<file path="config.mk">
export PLATFORM = sky130hd
export DESIGN_NAME = sreg_en_led
export DESIGN_NICKNAME = d
export VERILOG_FILES = /design/src/rtl/sreg_en_led_pkg.sv /design/src/rtl/sreg_en_led_bit.sv /design/src/rtl/sreg_en_led.sv
export SDC_FILE = /design/constraint.sdc
export NUM_CORES = 1
export LEC_CHECK = 0
export CELL_PAD_IN_SITES_DETAIL_PLACEMENT = 2
export CELL_PAD_IN_SITES_GLOBAL_PLACEMENT = 2
export CORE_MARGIN = 10
export CORE_UTILIZATION = 24
export CTS_CLUSTER_SIZE = 20
export DETAILED_ROUTE_END_ITERATION = 8
export GPL_TIMING_DRIVEN = 0
export PLACE_DENSITY = 0.89
export SYNTH_ARGS = -nofsm -noshare
export SYNTH_HDL_FRONTEND = slang
export SYNTH_SLANG_ARGS = --single-unit
export TNS_END_PERCENT = 1
</file>
<file path="constraint.sdc">
create_clock -name clk_i -period 2.49 [get_ports clk_i]
set_input_delay 0.498 -clock clk_i [delete_from_list [all_inputs] [get_ports clk_i]]
set_output_delay 0.498 -clock clk_i [all_outputs]
set_load 0.005 [all_outputs]
</file>
<file path="src/rtl/sreg_en_led_pkg.sv">
// Shared helpers for the scan-enabled LED register.
package sreg_en_led_pkg;

    // LED drive for one bit: steady when blinking is off, gated by the
    // blink phase when blinking is on.
    function automatic logic led_bit(
        input logic q,
        input logic phase,
        input logic blink_en
    );
        return blink_en ? (q & phase) : q;
    endfunction

endpackage

</file>
<file path="src/rtl/sreg_en_led_bit.sv">
// One register bit: scan shift has priority over the functional load,
// otherwise the bit holds. Asynchronous active-high reset.
module sreg_en_led_bit #(
    parameter logic RESET_BIT = 1'b0
) (
    input  logic clk_i,
    input  logic rst_i,
    input  logic en_i,
    input  logic scan_en_i,
    input  logic scan_d_i,
    input  logic d_i,
    output logic q_o
);

    logic q_reg;
    logic q_next;

    // Next-state select: scan shift, then functional load, then hold.
    always_comb begin
        q_next = q_reg;
        if (scan_en_i) begin
            q_next = scan_d_i;
        end else if (en_i) begin
            q_next = d_i;
        end
    end

    // State flop; reset takes effect without waiting for a clock edge.
    always_ff @(posedge clk_i or posedge rst_i) begin
        if (rst_i) begin
            q_reg <= RESET_BIT;
        end else begin
            q_reg <= q_next;
        end
    end

    assign q_o = q_reg;

endmodule

</file>
<file path="src/rtl/sreg_en_led.sv">
// Scan-enabled parallel-load register with per-bit LED outputs that can
// blink set bits at a rate set by a free-running prescaler.
module sreg_en_led
    import sreg_en_led_pkg::*;
#(
    parameter int               WIDTH       = 8,
    parameter logic [WIDTH-1:0] RESET_VAL   = '0,
    parameter int               BLINK_DIV_W = 4
) (
    input  logic             clk_i,
    input  logic             rst_i,
    input  logic             en_i,
    input  logic             scan_en_i,
    input  logic             scan_d_i,
    input  logic [WIDTH-1:0] d_i,
    input  logic             blink_en_i,
    output logic [WIDTH-1:0] q_o,
    output logic             scan_q_o,
    output logic [WIDTH-1:0] led_o
);

    logic [WIDTH-1:0]       scan_in;
    logic [BLINK_DIV_W-1:0] blink_cnt_reg;
    logic [BLINK_DIV_W-1:0] blink_cnt_next;
    logic                   phase;

    // Register bits, chained bit 0 -> bit WIDTH-1 through the scan input.
    generate
        for (genvar gi = 0; gi < WIDTH; gi++) begin : g_bit
            if (gi == 0) begin : g_head
                assign scan_in[gi] = scan_d_i;
            end else begin : g_chain
                assign scan_in[gi] = q_o[gi-1];
            end

            sreg_en_led_bit #(
                .RESET_BIT (RESET_VAL[gi])
            ) u_bit (
                .clk_i     (clk_i),
                .rst_i     (rst_i),
                .en_i      (en_i),
                .scan_en_i (scan_en_i),
                .scan_d_i  (scan_in[gi]),
                .d_i       (d_i[gi]),
                .q_o       (q_o[gi])
            );

            // LED output is purely combinational so blink_en_i acts at once.
            assign led_o[gi] = led_bit(q_o[gi], phase, blink_en_i);
        end
    endgenerate

    assign scan_q_o = q_o[WIDTH-1];

    // Prescaler increment; wraps naturally from all-ones to zero.
    always_comb begin
        blink_cnt_next = blink_cnt_reg + BLINK_DIV_W'(1);
    end

    // Free-running prescaler, independent of enables and of blink_en_i.
    always_ff @(posedge clk_i or posedge rst_i) begin
        if (rst_i) begin
            blink_cnt_reg <= '0;
        end else begin
            blink_cnt_reg <= blink_cnt_next;
        end
    end

    // MSB gives a 50% duty phase with period 2^BLINK_DIV_W cycles.
    assign phase = blink_cnt_reg[BLINK_DIV_W-1];

endmodule

</file>
==> key figures <==
Route
  – Wire per inst: 15.0 um
  – Pre-antenna DRT Iters: 2
  – Total Wirelength: 1860 um
  – DRC errors left: 0
  – Routed Antenna Nets: 0
  – Vias/cell: 4.30
  – Total number of vias: 533
  – Iter 0 DRT Violations: 6

Clocking
  – Clk_lat worst skew: 0.27 ns
  – CTS tree: yes
  – Clock sink count: 12
  – Clk buf depth: 2
  – Hold Buf Count CTS: 0
  – Clock Pin Slew Worst Setup and Hold Paths: 0.08 ns
  – Cts bufs inserted: 3
  – Root Driver: clkbuf_4
  – Resize count post-CTS: 0
  – H-Tree Depth: 1
  – Setup Fix Bufs, Post-CTS: 0

Cells and area
  – Number of fill cells in the layout: 269
  – N_diodes: 0
  – Max FFs per register: 8
  – Layout cells sized above 1: 14.9%
  – Multi-input logic area: 241 sq um
  – Nets: 110
  – Area Growth Syn to Fin: 57.6%
  – Sequential cell area: 300 sq um

Placed design
  – Placer Congestion: 0.627
  – Port buffer count: 29
  – Hpwl dp: 1480 um

Power and ir drop
  – Power density over the cells: 538 nW/um^2
  – Power Total: 0.535 mW
  – Pleak: 0.465 nW
  – Peak supply drop: 0.335 mV

Worst hold path
  – Hold Path Sink: blink_cnt_reg[0]
  – HP Start: blink_cnt_reg[0]
  – Hold Path Depth: 1
  – Worst min path class: flip-flop to flip-flop

Setup path
  – Reg-to-Reg Start: blink_cnt_reg[0]
  – Critical R2R Capture: blink_cnt_reg[2]
  – CP cell instances: clkdlybuf4s50_1 > nand2b_1 > and2_1 > clkdlybuf4s50_1
  – Worst reg2reg setup slack: 1.61 ns
  – Worst-path maximum fanout: 8
  – Crit. End Element: output port
  – Critical path required time: 1.99 ns
  – Reg2reg path depth: 2
  – Setup crit start kind: input pin
  – CP max-delay cell: clkdlybuf4s50_1
  – WP data arrival: 1.86 ns
  – Critical Path Max Stage Delay: 0.51 ns
  – CP Class: input pin to output port
  – Most frequent CP cell: clkdlybuf4s50_1

Logic synthesis
  – Distinct cells, synth: 13
  – Top flip-flop cell by instance count after synthesis: dfrtp_1
  – Syn Area/Cell: 10.4 sq um
  – Top-count cell post-synth: dfrtp_1
  – Top-area cell type share of the netlist area: 47.5%
  – Biggest area consumer among synthesized cells: dfrtp_1
  – Number of synthesized flops with an enable pin: 0
  – Mapped cell area: 632 sq um
  – Top cells by area, synth: dfrtp_1, mux2i_1, buf_4
  – Share of the yosys chip area belonging to registers: 47.5%
  – Async S/R FF share, synth: 100%
  – Syn nets: 76
  – Register bit total from synthesis: 12
  – Cells after synthesis: 61
  – Synthesis Warnings: 0

STA
  – Worst hold slack: 0.456 ns
  – Final Hold Viols: 0
  – RSZ-0062 raised after global routing: false
  – Final Cycle Share: 94.6%
  – Crit path time final: 2.36 ns
  – Endpoints failing setup: 0
  – Final Skew: 0.00548 ns
  – Setup TNS: 0 ns
  – Slew @ Worst Pin: 0.466 ns
  – Final-report max-slew violation count: 0
  – Relative slew slack: 68.9%
  – Fmax: 0.425 GHz

Job
  – Number of max-cap violations: 0

GRT
  – Vias in the first global route: 634
  – GR Util All Layers: 7.59%
  – Grt ovf: 0
  – Initial antenna violation count: 0
  – First-pass GRT wire length: 3120 um
  – Maximum number of pins on one net before global-route repair: 13

Floorplan
  – Placeable Area: 2500 sq um
  – Rows: 18
  – I/O Pins: 31
  – Die height: 71.3 um
  – Die width: 71.3 um
  – Die Area: 5090 sq um
  – Initial Util: 25.3%

Run status
  – Outcome: finished clean
[metal layers]
layer | track usage (%) | part of all wire (%) | vias up
met5 | 0 | 0 | -
met4 | 3.23 | 0.81 | 0
met3 | 3.31 | 9.1 | 2
met2 | 12.4 | 48 | 21
met1 | 8.39 | 42 | 255
li1 | - | - | 255
[layout make-up]
type / instances / share of cell area [%]
inverters: 2 / 0.754
clock buffers: 4 / 3.64
plain buffers: 10 / 8.29
flip-flops and latches: 12 / 30.2
well taps: 30 / 3.77
multi-input cells: 37 / 24.2
repair buffers: 29 / 29.1
[through the flow]
step | utilization, % | setup slack, ns | area (sq um) | std cells
finish | 39.8 | 0.135 | 996 | 124
detailed placement | 38.4 | 0.104 | 960 | 120
CTS | 39.8 | 0.102 | 996 | 124
global placement | 38.4 | 0.132 | 960 | 120
global route | 39.8 | 0.00842 | 996 | 124
floorplan | - | 1.23 | 632 | 61
[power breakdown]
part / internal (mW) / switching [mW]
clock: 0.0889 / 0.0694
sequential: 0.211 / 0.0168
combinational: 0.102 / 0.0474
[layout by cell type (no fill, tap or decap), types with 2 or more instances in the layout]
cell             instances
mux2i_1                  8
clkbuf_4                 3
dfrtp_1                 12
clkdlybuf4s50_1         29
buf_4                    8
o21ai_1                  8
buf_6                    2
inv_1                    2
nand2_1                  8
and2_1                   8
[logic make-up after synthesis]
group | after synthesis | synth area share, %
muxes | 8 | 12.7
xor gates and xnor gates | 2 | 2.77
AOI/OAI and AO/OA | 8 | 6.34
and+or+nand+nor | 18 | 14.5
adders and majority gates | 1 | 1.98
buffers and inverters | 12 | 14.3
DFF | 12 | 47.5
[worst max path at each step]
stage / startpoint / to / slack [ns] / cells after the start
floorplan: blink_en_i / led_o[0] / 1.23 / 2
global placement: blink_en_i / led_o[3] / 0.13 / 4
detailed placement: blink_en_i / led_o[3] / 0.10 / 4
CTS: blink_en_i / led_o[3] / 0.10 / 4
global route: blink_en_i / led_o[2] / 0.008 / 4
finish: blink_en_i / led_o[3] / 0.13 / 4
[critical path, delay by kind of cell]
kind          cells  cell delay (ns)
buf+inv           2             0.91
simple gates      2             0.45
(Power assumes the default switching activity.)
